$ cat config.mk
export PLATFORM = sky130hd
export DESIGN_NAME = dac_dma_rd_ring_ctrl
export DESIGN_NICKNAME = d
export VERILOG_FILES = /design/src/rtl/dac_dma_pkg.sv /design/src/rtl/cmip_edge_sync_sr.sv /design/src/rtl/dac_dma_rd_ring_ctrl.sv
export SDC_FILE = /design/constraint.sdc
export NUM_CORES = 1
export LEC_CHECK = 0
export ABC_CLOCK_PERIOD_IN_PS = 4100
export BUFFER_PORTS_ARGS = -buffer_cell sky130_fd_sc_hd__buf_2
export CORE_AREA = 10 10 127 129
export DETAILED_ROUTE_END_ITERATION = 12
export DIE_AREA = 0 0 137 139
export PLACE_DENSITY = 0.76
export SYNTH_ARGS = -nofsm -noshare
export SYNTH_HDL_FRONTEND = slang
export SYNTH_SLANG_ARGS = --single-unit
$ cat constraint.sdc
create_clock -name sys_clk -period 4.1 [get_ports sys_clk]
set_input_delay 0.615 -clock sys_clk [delete_from_list [all_inputs] [get_ports sys_clk]]
set_output_delay 0.615 -clock sys_clk [all_outputs]
set_load 0.05 [all_outputs]
$ cat src/rtl/dac_dma_pkg.sv
// rtl/dac_dma_pkg.sv - State encoding and default address map for the DAC DMA ring reader.
package dac_dma_pkg;

  localparam int ST_WDTH = 4;

  // One-hot sequencer states
  localparam logic [ST_WDTH-1:0] IDLE  = 4'b0001;
  localparam logic [ST_WDTH-1:0] START = 4'b0010;
  localparam logic [ST_WDTH-1:0] WAIT  = 4'b0100;
  localparam logic [ST_WDTH-1:0] NEXT  = 4'b1000;

  localparam logic [31:0] DAC_AXI_BASE_ADDR = 32'h9000_0000;
  localparam logic [31:0] DAC_BLK_STRIDE    = 32'h1000_0000;
  localparam logic [31:0] DAC_TIMEOUT_CYC   = 32'd50_000_000;

endpackage

$ cat src/rtl/cmip_edge_sync_sr.sv
// rtl/cmip_edge_sync_sr.sv - Two-flop synchroniser followed by a registered rising-edge pulse.
module cmip_edge_sync_sr (
  input  logic i_clk,
  input  logic i_rst,
  input  logic i_async,
  output logic o_rise
);

  logic r_meta;
  logic r_sync;
  logic r_sync_q;
  logic r_prev;
  logic r_rise;

  // The retiming stage after the synchroniser places the pulse three edges after first capture
  always_ff @(posedge i_clk) begin
    if (i_rst) begin
      r_meta   <= 1'b0;
      r_sync   <= 1'b0;
      r_sync_q <= 1'b0;
      r_prev   <= 1'b0;
      r_rise   <= 1'b0;
    end else begin
      r_meta   <= i_async;
      r_sync   <= r_meta;
      r_sync_q <= r_sync;
      r_prev   <= r_sync_q;
      r_rise   <= r_sync_q & ~r_prev;
    end
  end

  assign o_rise = r_rise;

endmodule

$ cat src/rtl/dac_dma_rd_ring_ctrl.sv
// rtl/dac_dma_rd_ring_ctrl.sv - N-block ring DMA read sequencer for the DAC playback path.
// Optional WAIT-state watchdog is enabled by defining DAC_RD_TIMEOUT_EN.
module dac_dma_rd_ring_ctrl
  import dac_dma_pkg::*;
#(
  parameter int                   LEN_WDTH      = 32,
  parameter int                   ADDR_WDTH     = 32,
  parameter int                   BLK_NUM       = 4,
  parameter int                   BLK_IDX_WDTH  = $clog2(BLK_NUM),
  parameter logic [ADDR_WDTH-1:0] AXI_BASE_ADDR = ADDR_WDTH'(DAC_AXI_BASE_ADDR),
  parameter logic [ADDR_WDTH-1:0] BLK_STRIDE    = ADDR_WDTH'(DAC_BLK_STRIDE),
  parameter logic [31:0]          TIMEOUT_CYC   = DAC_TIMEOUT_CYC
) (
  input  logic                    sys_clk,
  input  logic                    sys_rst,
  input  logic                    cfg_rs,
  input  logic                    cfg_mode,
  input  logic                    cfg_rst,
  input  logic [LEN_WDTH-1:0]     cfg_size,
  input  logic [BLK_IDX_WDTH:0]   cfg_blk_cnt,
  input  logic [LEN_WDTH-1:0]     cfg_loop_num,
  output logic [BLK_IDX_WDTH-1:0] sts_blk_idx,
  output logic [LEN_WDTH-1:0]     sts_rec_times,
  output logic                    sts_busy,
  output logic                    sts_done,
  output logic                    sts_timeout,
  output logic                    cfg_rsoft_rst,
  output logic                    cfg_rstart,
  output logic [ADDR_WDTH-1:0]    cfg_raddr,
  output logic [LEN_WDTH-1:0]     cfg_rlen,
  input  logic                    cfg_ridle
);

  localparam logic [BLK_IDX_WDTH:0] BLK_MAX = (BLK_IDX_WDTH+1)'(BLK_NUM);

  logic [ST_WDTH-1:0]      r_state;
  logic [ST_WDTH-1:0]      w_next;
  logic                    w_clr;
  logic                    w_run_trig;
  logic                    w_idle_rise;
  logic                    w_start_ok;
  logic                    w_more_blk;
  logic                    w_loop_again;
  logic                    w_wd_expire;
  logic                    w_to_pulse;
  logic                    w_timeout;
  logic                    w_rstart;
  logic                    w_busy;
  logic [BLK_IDX_WDTH:0]   w_blk_cnt_in;
  logic [LEN_WDTH-1:0]     w_rec_next;

  logic [BLK_IDX_WDTH-1:0] r_idx;
  logic [BLK_IDX_WDTH:0]   r_blk_cnt;
  logic [LEN_WDTH-1:0]     r_size;
  logic [LEN_WDTH-1:0]     r_loop_num;
  logic [LEN_WDTH-1:0]     r_rec_times;
  logic                    r_mode;
  logic                    r_done;
  logic [ADDR_WDTH-1:0]    r_raddr;

  assign w_clr = sys_rst | cfg_rst;

  cmip_edge_sync_sr u_rs_sync (
    .i_clk   (sys_clk),
    .i_rst   (sys_rst),
    .i_async (cfg_rs),
    .o_rise  (w_run_trig)
  );

  cmip_edge_sync_sr u_ridle_sync (
    .i_clk   (sys_clk),
    .i_rst   (sys_rst),
    .i_async (cfg_ridle),
    .o_rise  (w_idle_rise)
  );

  // A zero block count still plays one block; oversize counts wrap the whole ring
  always_comb begin
    w_blk_cnt_in = cfg_blk_cnt;
    if (cfg_blk_cnt == '0) begin
      w_blk_cnt_in = (BLK_IDX_WDTH+1)'(1);
    end else if (cfg_blk_cnt > BLK_MAX) begin
      w_blk_cnt_in = BLK_MAX;
    end
  end

  assign w_start_ok   = w_run_trig && (cfg_size != '0);
  assign w_more_blk   = ({1'b0, r_idx} + (BLK_IDX_WDTH+1)'(1)) < r_blk_cnt;
  assign w_rec_next   = (&r_rec_times) ? r_rec_times : r_rec_times + LEN_WDTH'(1);
  assign w_loop_again = r_mode && ((r_loop_num == '0) || (w_rec_next < r_loop_num));

`ifdef DAC_RD_TIMEOUT_EN
  logic [31:0] r_wd_cnt;
  logic        r_to_pulse;
  logic        r_timeout;

  always_ff @(posedge sys_clk) begin
    if (w_clr || (r_state != WAIT)) begin
      r_wd_cnt <= '0;
    end else begin
      r_wd_cnt <= r_wd_cnt + 32'd1;
    end
  end

  assign w_wd_expire = (r_state == WAIT) && !w_idle_rise && (r_wd_cnt == TIMEOUT_CYC - 32'd1);

  always_ff @(posedge sys_clk) begin
    if (w_clr) begin
      r_to_pulse <= 1'b0;
      r_timeout  <= 1'b0;
    end else begin
      r_to_pulse <= w_wd_expire;
      if (w_wd_expire) begin
        r_timeout <= 1'b1;
      end
    end
  end

  assign w_to_pulse = r_to_pulse;
  assign w_timeout  = r_timeout;
`else
  logic w_unused_timeout_cfg;

  assign w_unused_timeout_cfg = ^TIMEOUT_CYC;
  assign w_wd_expire          = 1'b0;
  assign w_to_pulse           = 1'b0;
  assign w_timeout            = 1'b0;
`endif

  always_ff @(posedge sys_clk) begin
    if (w_clr) begin
      r_state <= IDLE;
    end else begin
      r_state <= w_next;
    end
  end

  always_comb begin
    w_next = r_state;
    case (r_state)
      IDLE:    if (w_start_ok) w_next = START;
      START:   w_next = WAIT;
      WAIT: begin
        if (w_idle_rise) begin
          w_next = NEXT;
        end else if (w_wd_expire) begin
          w_next = IDLE;
        end
      end
      NEXT:    w_next = (w_more_blk || w_loop_again) ? START : IDLE;
      default: w_next = IDLE;
    endcase
  end

  always_comb begin
    w_rstart = 1'b0;
    w_busy   = 1'b1;
    case (r_state)
      IDLE:    w_busy   = 1'b0;
      START:   w_rstart = 1'b1;
      default: ;
    endcase
  end

  // Address walks the ring by accumulating the stride, equal to base + idx*stride modulo the bus width
  always_ff @(posedge sys_clk) begin
    if (w_clr) begin
      r_idx       <= '0;
      r_blk_cnt   <= '0;
      r_size      <= '0;
      r_loop_num  <= '0;
      r_rec_times <= '0;
      r_mode      <= 1'b0;
      r_done      <= 1'b0;
      r_raddr     <= AXI_BASE_ADDR;
    end else begin
      r_done <= 1'b0;
      case (r_state)
        IDLE: begin
          if (w_start_ok) begin
            r_size      <= cfg_size;
            r_blk_cnt   <= w_blk_cnt_in;
            r_loop_num  <= cfg_loop_num;
            r_mode      <= cfg_mode;
            r_rec_times <= '0;
            r_idx       <= '0;
            r_raddr     <= AXI_BASE_ADDR;
          end
        end
        NEXT: begin
          if (w_more_blk) begin
            r_idx   <= r_idx + BLK_IDX_WDTH'(1);
            r_raddr <= r_raddr + BLK_STRIDE;
          end else begin
            r_rec_times <= w_rec_next;
            if (w_loop_again) begin
              r_idx   <= '0;
              r_raddr <= AXI_BASE_ADDR;
            end else begin
              r_done <= 1'b1;
            end
          end
        end
        default: ;
      endcase
    end
  end

  assign sts_blk_idx   = r_idx;
  assign sts_rec_times = r_rec_times;
  assign sts_busy      = w_busy;
  assign sts_done      = r_done;
  assign sts_timeout   = w_timeout;
  assign cfg_rsoft_rst = cfg_rst | w_to_pulse;
  assign cfg_rstart    = w_rstart;
  assign cfg_raddr     = r_raddr;
  assign cfg_rlen      = r_size;

endmodule

==> results of run 1 <==
-- synth_stat cells, types with 3 or more instances --
cell type and instances:
and3_1 9, xnor2_1 19, ha_1 36, o21ai_1 3, and4_1 4, nor2_1 38
inv_1 38, o211ai_1 4, a21oi_1 99, dfxtp_1 121, a22oi_1 7, a311oi_1 5
a21o_1 6, or4_1 3, buf_2 5, a31oi_1 6, o211a_1 4, a41oi_1 3
nor4_1 20, xor2_1 11, o21ai_0 12, nor3_1 18, nand3_1 19, a211oi_1 4
or3_1 10, nor2b_1 12, buf_4 30, nand4_1 15, nand2_1 170, clkbuf_1 37
nor4b_1 6
-- state kept, by name, summed over array words and instances, names as in the netlist, 2 cells and up --
name and count:
sts_rec_times 32, sts_blk_idx 2, r_state 4, r_loop_num 32, cfg_raddr 4, cfg_rlen 32
r_blk_cnt 3
-- how the worst min path moves through the flow --
stage                        start                   to  slack (ps)  cells past startpoint
2_1_floorplan  u_ridle_sync.r_prev  u_ridle_sync.o_rise         370                      1
3_3_place_gp   u_ridle_sync.r_prev  u_ridle_sync.o_rise         370                      1
3_5_place_dp   u_ridle_sync.r_prev  u_ridle_sync.o_rise         380                      1
4_1_cts        u_ridle_sync.r_prev  u_ridle_sync.o_rise         390                      1
5_1_grt                  cfg_ridle  u_ridle_sync.r_meta         410                      2
6_report       u_ridle_sync.r_prev  u_ridle_sync.o_rise         380                      1
-- layout make-up --
type | count | area (um2) | share of cell area [%]
repair buffers | 203 | 1162 | 14.05
clock buffers | 20 | 456.7 | 5.520
clock inverters | 12 | 188.9 | 2.284
inverters | 38 | 142.6 | 1.724
flip-flops and latches | 121 | 2456 | 29.69
diodes | 1 | 2.502 | 0.03025
multi-input cells | 609 | 3638 | 43.98
well taps | 180 | 225.2 | 2.722
-- logic make-up after synthesis --
family	after synthesis
xor+xnor	30
flops	121
mux	1
buf+inv	111
simple gates	340
fa+ha+maj	36
other cells	1
compound gates	173
-- worst reg2reg max path, cell delays in order, from the launching register on --
cell	delay, ps
dfxtp_2	320
and4_4	250
nand3_4	80
or4_4	570
nor4_4	500
buf_4	220
nand3_2	110
nor2_2	140
xnor2_2	140
ha_1	270
and3_1	220
o21ai_0	100
a21oi_1	100
o31ai_1	300
nand3_2	180
buf_6	170
a21oi_2	150
o21ai_1	70
-- report_power, final --
group          internal, W  switching [W]  total (W)
sequential         0.00118     0.00000282    0.00118
combinational    0.0000396       0.000121   0.000161
clock              0.00106       0.000570    0.00163
-- per-layer routing --
layer | vias up | GRT usage [%] | routed length, um
li1 | 3150 | - | -
met1 | 2970 | 21.98 | 7665
met2 | 266 | 33.63 | 9553
met3 | 40 | 8.732 | 2111
met4 | 2 | 7.325 | 539
met5 | - | 0 | 7
-- repair_timing --
action,in CTS,in global routing
gates resized for setup,0,20
setup buffers,4,7
endpoints found under the hold margin,0,0
endpoints found under the setup margin,1,9
pin swaps,1,15
-- per-stage QoR --
step,cells,hold slack [ps],setup WS (ps)
after detailed placement,1140,378.1,10.10
final,1184,382.3,80.87
after floorplan,841,367.4,2.597
after CTS,1176,386.3,20.34
after global routing,1183,406.2,-79.39
after global placement,1140,370.9,104.2
==> key figures, run 1 <==
STA
  • Final Hold Viols: 0
  • Worst Max-Slew Pin Slew: 907.8 ps
  • Pins Over Slew Limit: 0
  • Peak Freq: 248.8 MHz
  • Relative slew slack: 39.48%
  • Fin crit period: 4019 ps
  • Final cycle utilization of the critical path: 98.03%
  • Setup TNS: 0 ps
  • Skew final: 6.629 ps
  • Finish-stage setup viols: 0

Pwr
  • Overall Power: 0.002972 W
  • Leak: 3.426 nW
  • Max rail drop VDD: 0.3182 mV
  • Power Density: 359.2 nW/um2

Clock network
  • Hold buffer count at CTS: 0
  • Worst-skew pair later-pin latency: 430 ps
  • Reg clk slew, reported paths: 60 ps
  • TritonCTS clock tree: built
  • CTS max path bufs: 2
  • Root Driver: clkbuf_16
  • CTS Buf Count: 17
  • CTS sink cnt: 121
  • H-tree depth: 4

Setup path
  • R2R depth: 17
  • Slowest Stage Delay on Critical Path: 570 ps
  • CP max stage cell: or4_4
  • Critical Path Stages: 17
  • Worst path cell trace: and4_4 > nand3_4 > or4_4 > nor4_4 > buf_4 > nand3_2 > nor2_2 > xnor2_2 > ha_1 > and3_1 > o21ai_0 > a21oi_1 > o31ai_1 > nand3_2 > buf_6 > a21oi_2 > o21ai_1
  • R2R setup slack: 80 ps
  • CP required: 4400 ps
  • CP Data Arrival Time: 4320 ps
  • Crit Path Class: flip-flop to flip-flop
  • Worst Setup EP: r_state[0]
  • CP top delay family: simple AND/OR/NAND/NOR gates
  • Critical path capture point type: flip-flop
  • Critical Path Most Common Cell: nand3_2
  • CP startpoint kind: flip-flop
  • CP max FO: 8
  • Worst R2R End: r_state[0]
  • FF-to-FF Start: sts_rec_times[13]
  • Buf/Inv on CP: 2
  • Critical path origin: sts_rec_times[13]

Placed design
  • Detailed Place HPWL: 14.50 mm
  • Placed Area: 7460 um2
  • Routability Congestion: 0.9484
  • Port bufs: 146

Global routing
  • GRT Total Usage: 20.13%
  • Pin count of the biggest net entering global routing: 77
  • Initial antenna violation count: 2
  • First-pass GRT wire length: 30.93 mm
  • Number of global-route vias before repair: 6321
  • Aggregate global routing overflow: 0

Layout
  • Layout cells sized above 1: 28.12%
  • Fin nets: 1099
  • Fill cells: 1263
  • Area growth, synth to finish: 29.22%
  • Most frequent cells in the layout: nand2_1, buf_2, dfxtp_1
  • Core Util, Final: 60.54%
  • Commonest non-fill, non-tap cell in the layout: nand2_1
  • Post-route cell area: 8273 um2

Yosys
  • Post-Syn Instances: 813
  • Post-Synth Simple-Gate Area: 25.95%
  • Post-synthesis adder-cell area fraction: 7.035%
  • Largest family of logic cells by synthesized area: simple AND/OR/NAND/NOR gates
  • Cells taking the most area after synthesis: dfxtp_1, nand2_1, a21oi_1
  • Multiplexer share of the synthesized area: 0.1563%
  • Register area share after synthesis: 37.83%
  • Top cell type's share of synthesized area: 37.83%
  • Synth unique cells: 60
  • FFs w/ async S/R, synth: 0%
  • Yosys top cell by area: dfxtp_1
  • Synth Area in Compound Gates: 16.49%
  • Area of the mapped netlist: 6402 um2
  • Main synth FF type: dfxtp_1
  • EDFF count, synth: 0
  • Yosys warns: 0
  • XOR/XNOR Fraction of Synth Area: 4.104%
  • Mean post-synth cell area: 7.875 um2
  • Seq cells post-synth: 121

Route
  • Total wire length: 19.88 mm
  • # DRC: 0
  • Via count: 6428
  • DRT antenna net count: 0
  • Drt initial violations: 386
  • WL per Instance: 16.79 um
  • DRT Pass-1 Iters: 5
  • Vias per inst: 5.429

Floorplan
  • Core footprint: 13670 um2
  • FP Rows: 43
  • I/O pins: 176
  • Die Area: 19040 um2
  • Initial core utilization: 46.85%
  • Die width: 137 um
  • Die Y-Extent: 139 um

Job
  • Max cap viols: 0

Outcome
  • Status: complete, no violations

Min path
  • Worst min path class: flip-flop to flip-flop
No activity file was read; power rests on OpenSTA's default activity.
==> run 2, diff against run 1 <==
Settings changed: ABC_AREA from default to 1, CORE_AREA 10 10 127 129 to 10 10 126 128, DIE_AREA 0 0 137 139 to 0 0 136 138.
==> run 2 against run 1 <==
Against the previous run:
- wire length down 15%
- clock power down 3%
- total power about the same
- combinational power up 25%
- sequential cell count unchanged
- register-to-register slack better by 300 ps
- largest power group unchanged
- synthesized cell count up 2.6%
- critical path type unchanged
- design area down 7.1%
==> key figures, run 2 <==
Outcome
  • Status: complete, no violations

Pwr
  • Overall Power: 0.002970 W
  • Power Density: 386.5 nW/um2
  • Leak: 3.511 nW
  • Max rail drop VDD: 0.2763 mV

Yosys
  • Area of the mapped netlist: 6259 um2
  • Cells taking the most area after synthesis: dfxtp_1, nand2_1, ha_1
  • Most common library cells after synthesis: nand2_1, dfxtp_1, nor2_1, a21oi_1
  • Mean post-synth cell area: 7.504 um2
  • Post-synthesis adder-cell area fraction: 7.197%
  • Post-Syn Instances: 834
  • Synth unique cells: 42
  • Post-Synth Simple-Gate Area: 26.19%
  • Register area share after synthesis: 38.70%
  • Multiplexer share of the synthesized area: 0%
  • Top cell type's share of synthesized area: 38.70%
  • Synth Area in Compound Gates: 13.83%
  • Most common cell in the netlist: nand2_1
  • XOR/XNOR Fraction of Synth Area: 4.038%
  • FFs w/ async S/R, synth: 0%
  • Largest family of logic cells by synthesized area: simple AND/OR/NAND/NOR gates
  • Seq cells post-synth: 121
  • Yosys warns: 0
  • Main synth FF type: dfxtp_1
  • EDFF count, synth: 0
  • Yosys top cell by area: dfxtp_1

Floorplan
  • I/O pins: 176
  • FP Rows: 43
  • Initial core utilization: 46.34%
  • Core footprint: 13500 um2
  • Die width: 136 um
  • Die Area: 18770 um2
  • Die Y-Extent: 138 um

Setup path
  • Crit Path Class: flip-flop to flip-flop
  • CP startpoint kind: flip-flop
  • CP required: 4410 ps
  • CP Data Arrival Time: 4030 ps
  • R2R depth: 25
  • Critical path capture point type: flip-flop
  • CP max FO: 8

Route
  • Total wire length: 16.88 mm
  • Vias per inst: 4.944
  • WL per Instance: 14.48 um
  • Via count: 5765
  • DRT antenna net count: 0
  • # DRC: 0
  • DRT Pass-1 Iters: 7
  • Drt initial violations: 293

STA
  • Finish-stage setup viols: 0
  • Pins Over Slew Limit: 0
  • Final Hold Viols: 0
  • Worst setup margin: 381.9 ps
  • Fin crit period: 3718 ps
  • Worst Max-Slew Pin Slew: 1070 ps
  • RSZ-0062 raised after global routing: false
  • Peak Freq: 269.0 MHz
  • Skew final: 6.964 ps
  • Setup TNS: 0 ps
  • Final cycle utilization of the critical path: 90.69%
  • Relative slew slack: 28.57%

Global routing
  • Number of global-route vias before repair: 5761
  • GRT Total Usage: 17.83%
  • Initial antenna violation count: 2
  • First-pass GRT wire length: 27.48 mm
  • Aggregate global routing overflow: 0
  • Pin count of the biggest net entering global routing: 74

Placed design
  • Port bufs: 146
  • Placed Area: 7043 um2
  • Routability Congestion: 0.8608
  • DP Worst Slack: 350.5 ps
  • Detailed Place HPWL: 12.71 mm

Layout
  • Layout cells sized above 1: 23.48%
  • Commonest non-fill, non-tap cell in the layout: buf_2
  • Most frequent cells in the layout: buf_2, nand2_1, dfxtp_1
  • Footprint of the multi-input gates: 3343 um2
  • Sequential cell area: 2422 um2
  • Fill cells: 1277
  • Post-route cell area: 7685 um2
  • Area growth, synth to finish: 22.79%
  • Fin nets: 1081

Clock network
  • Postcts setup bufs: 0
  • Worst-skew pair later-pin latency: 420 ps
  • H-tree depth: 4
  • Root Driver: clkbuf_16
  • Post_cts resized: 0
  • CTS Buf Count: 17
  • Hold buffer count at CTS: 0
  • CTS sink cnt: 121
  • CTS max path bufs: 2
  • Reg clk slew, reported paths: 60 ps
  • TritonCTS clock tree: built

Min path
  • Hold path cells: 1
  • Worst min path class: flip-flop to flip-flop

Job
  • Max cap viols: 0
-- run 2: cell types whose count changed in the layout (fill, tap and decap cells not counted), sizes merged, moves of 10 or more --
cell / before / now
o21ai: 15 / 70
a21oi: 99 / 83
or3: 10 / 0
nor2b: 12 / 0
inv: 41 / 71
buf: 203 / 153
nor2: 38 / 128
nand2: 171 / 151
-- run 2: area by class of cell --
cell class / instances / area share, %
Timing Repair Buffer: 153 / 10.35
Antenna cell: 2 / 0.06513
Tap cell: 180 / 2.931
Multi-Input combinational cell: 608 / 43.50
Sequential cell: 121 / 31.52
Inverter: 71 / 3.500
Clock buffer: 24 / 6.659
Clock inverter: 7 / 1.465
-- run 2: worst paths after layout --
path	startpoint	to	slack [ps]
max	sts_rec_times[0]	sts_blk_idx[1]	380
min	u_ridle_sync.r_prev	u_ridle_sync.o_rise	390
max reg2reg	sts_rec_times[0]	sts_blk_idx[1]	380
min reg2reg	u_ridle_sync.r_prev	u_ridle_sync.o_rise	390
-- run 2: where the power goes --
| part | switching (W) | internal (W) |
|---|---|---|
| clock | 0.000531 | 0.00105 |
| sequential | 0.00000478 | 0.00119 |
| combinational | 0.000150 | 0.0000516 |
-- run 2: metal layers --
layer / share of wire (%) / GRT usage [%] / wire [um] / up-vias
met1: 43 / 20.86 / 7317 / 2609
met2: 47 / 28.94 / 7902 / 166
met3: 8.5 / 7.065 / 1430 / 19
met5: 0 / 0 / 0 / -
li1: - / - / - / 2971
met4: 1.3 / 5.945 / 227 / 0
-- run 2: critical path, stage by stage, from the launching register on --
cell and delay (ps):
dfxtp_1 370, ha_1 260, nand2_2 100, nor2_4 50, nand2_4 80, nor2_8 50
nand2_1 180, nand4_2 190, nor3_4 220, nand3_2 150, nor3_4 210, nand2_1 120
xor2_2 170, ha_1 300, a21oi_1 70, o21a_1 180, o221ai_1 160, a21oi_1 60
nand2_1 70, nand2_1 60, nand2_2 90, nand3_4 130, nand2_4 130, inv_4 50
nor2_2 90, nor2_2 40
-- run 2: cells by family (layout without fill, tap and decap cells) --
group / Yosys count / after routing
and+or+nand+nor: 351 / 351
adders and majority gates: 36 / 36
buffers and inverters: 133 / 255
DFF: 121 / 121
xor gates and xnor gates: 28 / 28
AOI/OAI and AO/OA: 164 / 164
other: 1 / 31
-- run 2: per-stage QoR --
stage                     std cells  hold WS, ps  utilization (%)
after CTS                      1164        384.9            56.78
after global placement         1133        376.1            52.15
after detailed placement       1133        380.1            52.15
final                          1166        387.7            56.91
after global routing           1164        396.0            56.87
after floorplan                 862        372.8                -
